<file path="src/rtl/elastic_pipe_reg.sv">
// rtl/elastic_pipe_reg.sv - DEPTH-slot valid/ready pipeline register chain with hold, flush and bubble collapse
module elastic_pipe_reg #(
  parameter int                DATA_W    = 32,
  parameter int                DEPTH     = 1,
  parameter logic [DATA_W-1:0] RESET_VAL = '0
) (
  input  logic                       CLK,
  input  logic                       nRST,
  input  logic                       en,
  input  logic                       flush,
  input  logic                       in_valid,
  output logic                       in_ready,
  input  logic [DATA_W-1:0]          in_data,
  output logic                       out_valid,
  input  logic                       out_ready,
  output logic [DATA_W-1:0]          out_data,
  output logic [$clog2(DEPTH+1)-1:0] count
);

  localparam int CW = $clog2(DEPTH+1);

  logic [DATA_W-1:0] data_q [DEPTH];
  logic [DEPTH-1:0]  valid_q;
  logic [DEPTH-1:0]  valid_d;
  logic [DEPTH-1:0]  adv;
  logic [CW-1:0]     count_d;
  logic              move;
  logic              in_fire;

  // A slot may advance when downstream drains or any slot at/after it is a bubble;
  // written as a reduction rather than a ripple chain to keep the comb path flat.
  for (genvar i = 0; i < DEPTH; i++) begin : g_adv
    assign adv[i] = out_ready | ~(&valid_q[DEPTH-1:i]);
  end

  assign move      = en & ~flush;
  assign in_ready  = nRST & move & adv[0];
  assign in_fire   = in_valid & in_ready;
  assign out_valid = valid_q[DEPTH-1] & move;
  assign out_data  = data_q[DEPTH-1];

  always_comb begin
    valid_d = valid_q;
    count_d = '0;
    if (flush) begin
      valid_d = '0;
    end else if (en) begin
      if (adv[0]) valid_d[0] = in_fire;
      for (int i = 1; i < DEPTH; i++) begin
        if (adv[i]) valid_d[i] = valid_q[i-1];
      end
    end
    for (int i = 0; i < DEPTH; i++) begin
      count_d = count_d + CW'(valid_d[i]);
    end
  end

  // Payload only moves with a live source; a slot overtaken by a bubble keeps its old bits.
  always_ff @(posedge CLK or negedge nRST) begin
    if (!nRST) begin
      for (int i = 0; i < DEPTH; i++) data_q[i] <= RESET_VAL;
      valid_q <= '0;
      count   <= '0;
    end else begin
      valid_q <= valid_d;
      count   <= count_d;
      if (move) begin
        if (in_fire) data_q[0] <= in_data;
        for (int i = 1; i < DEPTH; i++) begin
          if (adv[i] && valid_q[i-1]) data_q[i] <= data_q[i-1];
        end
      end
    end
  end

endmodule

</file>
<file path="config.mk">
export PLATFORM = sky130hd
export DESIGN_NAME = elastic_pipe_reg
export DESIGN_NICKNAME = d
export VERILOG_FILES = /design/src/rtl/elastic_pipe_reg.sv
export SDC_FILE = /design/constraint.sdc
export NUM_CORES = 1
export LEC_CHECK = 0
export ABC_AREA = 1
export BUFFER_PORTS_ARGS = -buffer_cell sky130_fd_sc_hd__buf_2
export CORE_AREA = 2 2 72 74
export DETAILED_ROUTE_END_ITERATION = 12
export DIE_AREA = 0 0 74 76
export GPL_TIMING_DRIVEN = 0
export HOLD_SLACK_MARGIN = 0.03
export PLACE_DENSITY = 0.56
export SLEW_MARGIN = 20
export SYNTH_ARGS = -nofsm -noshare
export SYNTH_HDL_FRONTEND = slang
export SYNTH_SLANG_ARGS = --single-unit
</file>
<file path="constraint.sdc">
create_clock -name CLK -period 1.1 [get_ports CLK]
set_input_delay 0.22 -clock CLK [delete_from_list [all_inputs] [get_ports CLK]]
set_output_delay 0.22 -clock CLK [all_outputs]
set_load 0.02 [all_outputs]
</file>
==> results_dict.tcl <==
set metrics [dict create \
    placed_cell_area_mm2 0.00186 \
    grt_use_met2_pct 22.7 \
    yosysTopAreaCellShare_pct 58.5 \
    port_buffers 71 \
    top_usage_layer "met2" \
    p_leak_nw 1.22 \
    synth_cell_types 15 \
    clock_skew_ns 0.00312 \
    place_hpwl_um 2460 \
    clk_path_buf_depth 2 \
    drc 0 \
    timing.hold.ws_ns -0.175 \
    place.gp.congestion 0.695 \
    end_kind "output pin" \
    fin_cells 312 \
    crit_path_top_delay_cell "dfrtp_2" \
    syn_area_per_cell_um2 9.36 \
    finalSetupViolCount 36 \
    design_area_mm2 0.00217 \
    numCtsBuffers 5 \
    worstSetupStartpointType "flip-flop" \
    pin_count 73 \
    power_mw 3.41 \
    synthesis.area_mm2 0.00141 \
    grt_util_all_layers_pct 13.5 \
    place_ws_ns -0.788 \
    max_cap_viol_count 0 \
    viasPerCell 4.28 \
    tritoncts "yes" \
    power_switching_mw 1.16 \
    relSlewSlack_pct 77.2 \
    power.density_mw_per_mm2 1570 \
    overflow 0 \
    clk_pin_slew_worst_paths_ns 0.07 \
    grt_max_degree 36 \
    crit_chain "buf_4 > and3_4 > buf_6" \
    nets 279 \
    grt_pass1_wl_um 5930 \
    routed_wl_um 3780 \
    grt_pass1_vias 1302 \
    placedCellCount 292 \
    worstMarginPinSlew_ns 0.342 \
    ys_seq_elements 33 \
    grtUsageMet3_pct 4.23 \
    synth_area_leaders "dfrtp_1 58%, nand2_1 17%, nand3_1 11%, buf_6 5.6%, nand4_4 1.5%" \
    seq_area_frac_synth_pct 58.5 \
    core_area_mm2 0.00491 \
    grt_use_met1_pct 15.9 \
    diodes 0 \
    clock-root-buffer "clkbuf_8" \
    die_area_mm2 0.00562 \
    cts_sinks 33 \
    synthesis.nets 189 \
    slowest_delay_ns 0.42 \
    drive_above_1_share_pct 53.3 \
    clk_latency_ns 0.28 \
    area_delta_synth_final_pct 53.3 \
    antenna_found_initial 0 \
    setup-tns-final_ns -6.37 \
    p_sw_share_pct 34.1 \
    cp_data_arrival_time_ns 1.13 \
    fmax_mhz 740 \
    synth_top_area_cell "dfrtp_1" \
    dr_total_vias 1335 \
    outcome "finished, violations left" \
    rsz0062_at_grt "yes" \
    intPower_mw 2.25 \
    hold_class "in2async" \
    critPathRequiredTime_ns 0.88 \
    cts-htree-levels 2 \
    violations "hold timing, setup timing" \
    ant_nets 0 \
    row_count 26 \
    critical_path.max_fanout 3 \
    routedWlPerCell_um 12.1 \
    final_cell_mix "69 x buf_2, 46 x nand2_1, 32 x nand3_1, 32 x dfrtp_1, 19 x nand2_2" \
    final_common_cell "buf_2" \
    drtPass1Iterations 4 \
    max-vdd-ir-drop_v 0.000473 \
    final_core_util_pct 44.1 \
    min_period_ns 1.35 \
    post-route-period-util_pct 123 \
    fp.dieW_um 74 \
    setup_ws_ns -0.251 \
    syn_inst 151 \
    first_iter_violations 50 \
    ys.warnings.count 0 \
    seq_power_share_pct 46.1 \
    start_util_pct 28.8 \
    combPwrFrac_pct 28.3 \
    clockPowerShare_pct 25.6 \
    final_max_slew_viol_count 0 \
    die_h_um 76 \
    timing_hold_violations_final 33 \
    setup.worst_path.class "reg2out" \
]
==> synthesized netlist by cell type <==
cell type / instances
nor2_2: 1
dfrtp_1: 33
nand3_1: 32
buf_2: 1
nor2_4: 1
buf_4: 2
nand2_1: 65
o211ai_1: 1
nand4_4: 1
inv_1: 2
buf_6: 7
and3_1: 1
nand3_2: 1
inv_2: 2
nand2_2: 1
==> layout make-up <==
| cell class | instances | area, um^2 |
|---|---|---|
| fillers | 506 | 2750 |
| repair buffers | 83 | 503 |
| plain buffers | 10 | 114 |
| clock inverters | 3 | 17.5 |
| multi-input cells | 104 | 531 |
| well taps | 70 | 87.6 |
| clock buffers | 5 | 68.8 |
| flip-flops and latches | 33 | 827 |
| inverters | 4 | 17.5 |
==> critical path: cells and delay by family (launching register included) <==
kind	cells	cell delay, ns
buffers and inverters	2	0.26
flip-flops	1	0.42
AND/OR/NAND/NOR	1	0.17
==> power by group through the flow <==
stage / Sequential, mW / Combinational [mW] / Clock, mW
floorplan: 1.85 / 0.237 / 0
global placement: 1.56 / 0.898 / 0
detailed placement: 1.57 / 0.903 / 0
CTS: 1.55 / 0.940 / 0.924
global route: 1.60 / 1.06 / 0.964
finish: 1.57 / 0.963 / 0.873
==> path summary, 6_finish.rpt <==
path	start	to	slack, ns	cells after the start
max	valid_q	out_valid	-0.25	3
min	nRST	out_data[10]	-0.17	1
max reg2reg	valid_q	out_data[6]	-0.20	8
min reg2reg	out_data[28]	out_data[28]	0.47	2
max in group asynchronous	nRST	valid_q	1.00	1
min in group CLK	in_data[1]	out_data[1]	0.17	3
==> metal layers <==
metal	vias up	routed length (um)	share of wire (%)
li1	664	-	-
met1	620	1640	43
met2	47	1850	49
met3	4	268	7.1
met4	0	21	0.55
met5	-	0	0
==> sequential cells by signal (all words and copies together) (netlist names) <==
register,count
valid_q,1
out_data,32
==> cells by family after synthesis <==
group | synth area share (%)
AND/OR/NAND/NOR | 32.9
AO/OA/AOI/OAI | 0.532
flip-flops | 58.5
buffers and inverters | 8.06
==> what timing repair did <==
| action | 4_1_cts | 5_1_grt |
|---|---|---|
| pin swaps | 2 | 2 |
| hold endpoints to repair | 33 | 33 |
| endpoints found under the setup margin | 35 | 36 |
| cloned | 2 | 1 |
| resized for setup | 21 | 25 |
| setup buffers | 6 | 5 |
(Power assumes the default switching activity.)
